`config.mk`:
```
export PLATFORM = sky130hd
export DESIGN_NAME = audio_path_ctrl
export DESIGN_NICKNAME = d
export VERILOG_FILES = /design/src/rtl/audio_path_ctrl.sv
export SDC_FILE = /design/constraint.sdc
export NUM_CORES = 1
export LEC_CHECK = 0
export ABC_AREA = 1
export CAP_MARGIN = 20
export CELL_PAD_IN_SITES_DETAIL_PLACEMENT = 0
export CELL_PAD_IN_SITES_GLOBAL_PLACEMENT = 1
export CORE_ASPECT_RATIO = 0.6
export CORE_MARGIN = 2
export CORE_UTILIZATION = 46
export DETAILED_ROUTE_END_ITERATION = 10
export GPL_ROUTABILITY_DRIVEN = 0
export GPL_TIMING_DRIVEN = 0
export PLACE_DENSITY_LB_ADDON = 0.1
export SLEW_MARGIN = 20
export SYNTH_ARGS = -nofsm -noshare
export SYNTH_HDL_FRONTEND = slang
export SYNTH_SLANG_ARGS = --single-unit
```
`constraint.sdc`:
```
create_clock -name mclk -period 4.85 [get_ports mclk]
set_input_delay 1.2125 -clock mclk [delete_from_list [all_inputs] [get_ports mclk]]
set_output_delay 1.2125 -clock mclk [all_outputs]
set_load 0.005 [all_outputs]
```
`src/rtl/audio_path_ctrl.sv`:
```
// Sample-path controller: queues ADC samples after codec init and replays each one,
// processed by the selected mode, as a fixed-length out_en pulse. AUDIO_PATH_SAT_EN: mode 3 saturates.
module audio_path_ctrl #(
    parameter int DATA_W      = 16,
    parameter int DEPTH       = 4,
    parameter int HOLD_CYCLES = 4,
    parameter int ATTEN_SHIFT = 1
) (
    input  logic                       mclk,
    input  logic                       rst,
    input  logic                       init_done,
    input  logic [DATA_W-1:0]          in_data,
    input  logic                       in_en,
    input  logic [1:0]                 mode,
    output logic [DATA_W-1:0]          out_data,
    output logic                       out_en,
    output logic [$clog2(DEPTH+1)-1:0] fifo_level,
    output logic                       overflow
);

    localparam int LW = $clog2(DEPTH + 1);
    localparam int PW = $clog2(DEPTH);
    localparam int CW = $clog2(HOLD_CYCLES + 1);

    typedef enum logic [1:0] {
        S_INIT = 2'd0,
        S_IDLE = 2'd1,
        S_PROC = 2'd2,
        S_PLAY = 2'd3
    } state_t;

    state_t state, state_next;

    logic [DATA_W-1:0] mem [DEPTH];
    logic [PW-1:0]     wr_ptr, rd_ptr;
    logic [DATA_W-1:0] work;
    logic [DATA_W-1:0] result;
    logic [CW-1:0]     hold_cnt;
    logic              push, pop, push_ok, full, start, finish;

    assign full    = (fifo_level == LW'(DEPTH));
    assign push    = in_en && (state != S_INIT);
    // A push into a full FIFO still fits when the head leaves on the same edge.
    assign push_ok = push && (!full || pop);

    always_ff @(posedge mclk or negedge rst) begin
        if (!rst) state <= S_INIT;
        else      state <= state_next;
    end

    always_comb begin
        state_next = state;
        pop        = 1'b0;
        start      = 1'b0;
        finish     = 1'b0;
        case (state)
            S_INIT: if (init_done) state_next = S_IDLE;
            S_IDLE: begin
                if (fifo_level != '0) begin
                    pop        = 1'b1;
                    state_next = S_PROC;
                end
            end
            S_PROC: begin
                start      = 1'b1;
                state_next = S_PLAY;
            end
            S_PLAY: begin
                if (hold_cnt == CW'(HOLD_CYCLES - 1)) begin
                    finish     = 1'b1;
                    state_next = S_IDLE;
                end
            end
            default: state_next = S_INIT;
        endcase
    end

    always_comb begin
        result = work;
        case (mode)
            2'd0: result = work;
            2'd1: result = '0;
            2'd2: result = DATA_W'($signed(work) >>> ATTEN_SHIFT);
            2'd3: begin
`ifdef AUDIO_PATH_SAT_EN
                // Doubling overflows exactly when the top two bits differ.
                if (work[DATA_W-1] != work[DATA_W-2])
                    result = work[DATA_W-1] ? {1'b1, {(DATA_W-1){1'b0}}}
                                            : {1'b0, {(DATA_W-1){1'b1}}};
                else
                    result = {work[DATA_W-2:0], 1'b0};
`else
                result = {work[DATA_W-2:0], 1'b0};
`endif
            end
            default: result = work;
        endcase
    end

    always_ff @(posedge mclk) begin
        if (push_ok) mem[wr_ptr] <= in_data;
    end

    always_ff @(posedge mclk or negedge rst) begin
        if (!rst) begin
            wr_ptr     <= '0;
            rd_ptr     <= '0;
            fifo_level <= '0;
            overflow   <= 1'b0;
            work       <= '0;
            out_data   <= '0;
            out_en     <= 1'b0;
            hold_cnt   <= '0;
        end else begin
            if (push_ok) wr_ptr <= wr_ptr + 1'b1;
            if (pop) begin
                work   <= mem[rd_ptr];
                rd_ptr <= rd_ptr + 1'b1;
            end
            if (push_ok && !pop)      fifo_level <= fifo_level + 1'b1;
            else if (pop && !push_ok) fifo_level <= fifo_level - 1'b1;
            if (push && !push_ok) overflow <= 1'b1;

            if (start) begin
                out_data <= result;
                out_en   <= 1'b1;
                hold_cnt <= '0;
            end else if (state == S_PLAY) begin
                hold_cnt <= hold_cnt + 1'b1;
                if (finish) out_en <= 1'b0;
            end
        end
    end

endmodule
```
Word-level counts from Yosys, hierarchy flattened. Memory sizes are Yosys's and may differ from the RTL's. A register that Yosys moved wholly into a read port is not among the register bits. Index checks and enable logic that the tools add are counted.

RAM bits: 64. Register bits after elaboration: 30. Memories kept: 1. Output and inout port bits: 21. Word-level logic and storage cells: 63.

Reduce and logical (&&, ||, !) cells: 19. Add/subtract/negate cells: 5. Muxes and demuxes: 19. Eq/ne operators: 11.

Memories: mem (depth 4, bits a word 16, rd ports 1, clocked after memory_dff 1, wr ports 1, line 34) `logic [DATA_W-1:0] mem [DEPTH];`.

Operators with widths (count): 16-bit case mux with 4 select lines (1); 3-bit 2-to-1 mux (4); 1-bit 2-to-1 mux (10); 2-bit == test (second input constant) (4); 2-bit case mux with 4 select lines (1); 2-bit nonzero test (4); 3-bit by 1-bit adder with 3-bit output (second input constant) (2); 2-bit 2-to-1 mux (3); 2-bit inequality test (second input constant) (3); 1-bit logical AND (5); 2-bit by 1-bit adder with 2-bit output (second input constant) (2); 2-bit by 1-bit == test with 1-bit output (second input constant) (2); 1-bit zero test (4); 2-bit zero test (2); 3-bit by 2-bit == test with 1-bit output (second input constant) (1); 3-bit == test (second input constant) (1); 3-bit AND reduction (1); 3-bit nonzero test (1); 3-bit by 1-bit subtractor with 3-bit output (second input constant) (1); 2-bit AND reduction (1); 1-bit logical OR (1).

Depth between registers and ports, before layout.
Word-level depth: 9. Gate-level depth with buffers: 13. Gate-level depth less buffers: 13.

Worst setup path before layout. No wires, ideal clock.

Path type: input to register. Start point: input in_en. End point: memory mem[0][0], enable pin. Path slack: 2260 ps. Arrival: 2201 ps. Stages on the path: 4. Cell sequence: inv_1 > nor2_1 > nand2_1 > nor2_1.

Cells in the longest elaborated chain, start to end: 4.

RTL lines: start, declared (line 13) `input logic in_en,`; 1-bit logical AND (line 42) `assign push = in_en && (state != S_INIT);`; 1-bit logical AND (line 44) `assign push_ok = push && (!full || pop);`; 1-bit 2-to-1 mux (line 101) `if (push_ok) mem[wr_ptr] <= in_data;`; 1-bit 2-to-1 mux (implied by the code) (line 101); end, declared (line 34).

No other way between the ends.

Worst setup path in the final report.
Start point: input in_en. End point: register fifo_level[2].

Cells in the longest elaborated chain, start to end: 5. Elaborated cells on any way between the ends: 7.

RTL lines: 1-bit logical AND (*) (line 42); 1-bit logical AND (*) (line 44); via push_ok (line 39) `logic push, pop, push_ok, full, start, finish;`; 1-bit zero test (line 121) `else if (pop && !push_ok) fifo_level <= fifo_level - 1'b1;`; 1-bit logical AND (line 121); 2-bit nonzero test (no source line); end signal, assigned (line 120) `if (push_ok && !pop) fifo_level <= fifo_level + 1'b1;`; end signal, assigned (line 121); end, declared (line 17) `output logic [$clog2(DEPTH+1)-1:0] fifo_level,`.

Mark *: on every way through the listed nets, which the timed path passes. The rest lies on a longest branch. A chain may end at the register's enable or synchronous reset.

==> out/results.tsv <==
stage	metric	value	unit
sta	post-route minimum period	2.925	ns
placement	dpl ws	1.554	ns
worst_hold_path	hold_sp	out_en	
global_routing	vias in the first global route	3395	
clock_network	number of CTS-inserted buffers	9	
critical_path	Crit path arrival time	3.20	ns
critical_path	kind of critical path	in2reg	
sta	Slew headroom	72.28	%
detailed_routing	DRC viols	0	
clock_network	CTS tree	yes	
yosys	Post-synth ARST share	41.82	%
run	Max-Cap Viols	0	
status	status	finished clean	
sta	Tcrit/Tclk final	60.32	%
detailed_routing	DRT antenna net count	0	
yosys	library cells used by synthesis	24	
floorplanning	Starting Density	47.49	%
sta	final hold vios	0	
clock_network	Reg clk slew, reported paths	0.07	ns
yosys	synth top area cells	edfxtp_1 (38%), dfrtp_1 (23%), nand2_1 (17%), inv_1 (6.2%), nand3_1 (5.3%)	
clock_network	H-tree depth	3	
sta	unrepaired setup endpoints after global routing	false	
critical_path	nature of the critical path endpoint	flop	
yosys	Mapped Cells	557	
yosys	#FFs+latches synth	110	
global_routing	global-route wire length before repair	17.08	mm
floorplanning	die span in x	139.2	um
power	Worst VDD drop	0.2846	mV
clock_network	Clock Sinks	110	
yosys	post-synth net total	592	
yosys	Post-Synth Adder-Cell Area	3.371	%
sta	worst-margin pin slew	0.4158	ns
final_layout	utilization of the core after routing	56.76	%
detailed_routing	DR vias/cell	4.792	
yosys	Syn Std Cell Area	5049	um2
power	Pwr Density	614.8	nW/um2
clock_network	clk_lat worst skew	0.35	ns
clock_network	CTS max path bufs	2	
detailed_routing	final wirelength	10.56	mm
yosys	largest family of logic cells by synthesized area	simple AND/OR/NAND/NOR gates	
sta	clock skew	0.006096	ns
critical_path	worst flop-to-flop path endpoint	fifo_level[2]	
floorplanning	core area	10630	um2
global_routing	GRT overflow	0	
global_routing	pin count of the biggest net entering global routing	32	
final_layout	final layout net count	650	
critical_path	Critical Path RT	5.12	ns
critical_path	R2R depth	12	
yosys	dominant cell type by area after synthesis	edfxtp_1	
floorplanning	row count	29	
sta	FMAX	0.3418	GHz
placement	port bufs	42	
final_layout	P&R area growth vs syn	19.53	%
sta	Slew Viols, Final	0	
global_routing	GRT Resource Usage Total	18.62	%
yosys	top cells by count, synth	nand2_1 (227), inv_1 (83), edfxtp_1 (64), nand3_1 (53), dfrtp_1 (46)	
critical_path	Critical Path Source Type	input pin	
yosys	post-synthesis compound-gate area fraction	1.016	%
critical_path	Worst Path Max Fanout	7	
sta	final setup TNS	0	ns
yosys	cell with the most instances after synthesis	nand2_1	
sta	Final setup violation count	0	
critical_path	R2R Setup Slk	2.50	ns
floorplanning	Die ar.	11860	um2
yosys	Synth Area in Simple Gates	24.83	%
clock_network	hold_buf cts	0	
yosys	xor/xnor share of the synthesized area	0.8674	%
yosys	EDFF count, synth	64	
clock_network	CTS root buffer	clkbuf_16	
sta	worst setup margin	1.925	ns
yosys	synth warn	0	
critical_path	RR Startpoint	state[0]	
detailed_routing	wire per inst	13.91	um
clock_network	Gates resized, CTS repair	0	
power	Final Power	3710	uW
worst_hold_path	Hold Path End	out_en	
detailed_routing	Initial DRC Count	289	
final_layout	layout cells sized above 1	9.032	%
detailed_routing	drt pass-1 iters	4	
power	leak pwr	0.002910	uW
final_layout	antenna cell count	0	
final_layout	fill count	927	
yosys	multiplexer share of the synthesized area	0	%
yosys	Mapped Avg Cell Area	9.064	um2
global_routing	initial antenna violation count	0	
detailed_routing	via count	3637	
placement	HPWL after DPL	7.690	mm
yosys	post-synthesis sequential area ratio	60.87	%
worst_hold_path	Hold WC Path Type	reg2reg	
clock_network	postcts setup bufs	0	
worst_hold_path	Hold Crit Depth	2	
yosys	Top FF cell, synth	edfxtp_1	
floorplanning	number of I/O pins	43	
yosys	area share of the largest cell type after synthesis	38.07	%
floorplanning	Die H	85.15	um
==> per-layer routing <==
layer / track usage, % / vias to the layer above / part of all wire [%]
met1: 28.33 / 1706 / 52
met4: 4.959 / 0 / 1.0
met2: 27.27 / 91 / 42
met3: 3.950 / 9 / 4.6
met5: 0 / - / 0
li1: - / 1831 / -
==> worst max-delay path, stage by stage <==
cell             delay [ns]
clkdlybuf4s50_1        0.46
inv_1                  0.04
nor2_1                 0.12
nand2_1                0.23
inv_1                  0.17
ha_1                   0.18
inv_1                  0.06
fa_1                   0.38
inv_1                  0.06
nand2_1                0.05
nand3_1                0.10
xor2_1                 0.16
==> state kept, by name, summed over array words and instances (netlist names) <==
register    cells
fifo_level      3
hold_cnt        3
mem            64
out_data       16
out_en          1
overflow        1
rd_ptr          2
state           2
work           16
wr_ptr          2
==> placed cells by master, fill, tap and decap left out, drive strengths merged <==
cell type	synthesis	layout
nand2	228	228
inv	90	95
edfxtp	64	64
nand3	53	53
dfrtp	46	46
clkdlybuf4s50	0	41
nor2	28	28
buf	18	24
ha	12	12
clkbuf	2	11
a21oi	5	5
xnor2	3	3
xor2	2	2
o21ai	2	2
a31o	1	1
a211oi	1	1
nand3b	1	1
fa	1	1
clkinv	0	1
bufinv	0	1
==> worst max-delay path by stage <==
stage                         end  slack [ns]   from
finish              fifo_level[2]        1.92  in_en
global route        fifo_level[2]        1.71  in_en
CTS                 fifo_level[2]        1.91  in_en
detailed placement  fifo_level[2]        1.55  in_en
global placement        mem[2][2]        1.13  in_en
floorplan               mem[0][0]        2.26  in_en
==> where the power goes <==
part	leakage [uW]	switching, uW	internal (uW)
clock network	0.000153	357	413
logic	0.00161	856	594
registers	0.00114	187	1300
total	0.00291	1400	2310
==> through the flow <==
stage | instances | instance area, um2 | hold slack [ns]
floorplan | 557 | 5049 | 0.4639
global placement | 738 | 5643 | 0.4591
detailed placement | 743 | 5724 | 0.4619
CTS | 759 | 6035 | 0.4811
global route | 759 | 6035 | 0.5028
finish | 759 | 6035 | 0.4817
==> layout make-up <==
type | count | area [um2] | area share (%)
Inverter | 90 | 337.8 | 5.598
Clock inverter | 7 | 85.08 | 1.410
Multi-Input combinational cell | 337 | 1529 | 25.34
Clock buffer | 9 | 225.2 | 3.732
Sequential cell | 110 | 3073 | 50.92
Buffer | 20 | 118.9 | 1.970
Timing Repair Buffer | 47 | 491.7 | 8.148
Tap cell | 139 | 173.9 | 2.882
==> cell families (layout without fill, tap and decap cells) <==
group                      count (synthesis)  count (layout)
buffers and inverters                    110             173
AOI/OAI and AO/OA                          9               9
DFF                                      110             110
xor gates and xnor gates                   5               5
adders and majority gates                 13              13
and+or+nand+nor                          310             310
Note: power is estimated with default switching activity, not from simulation.
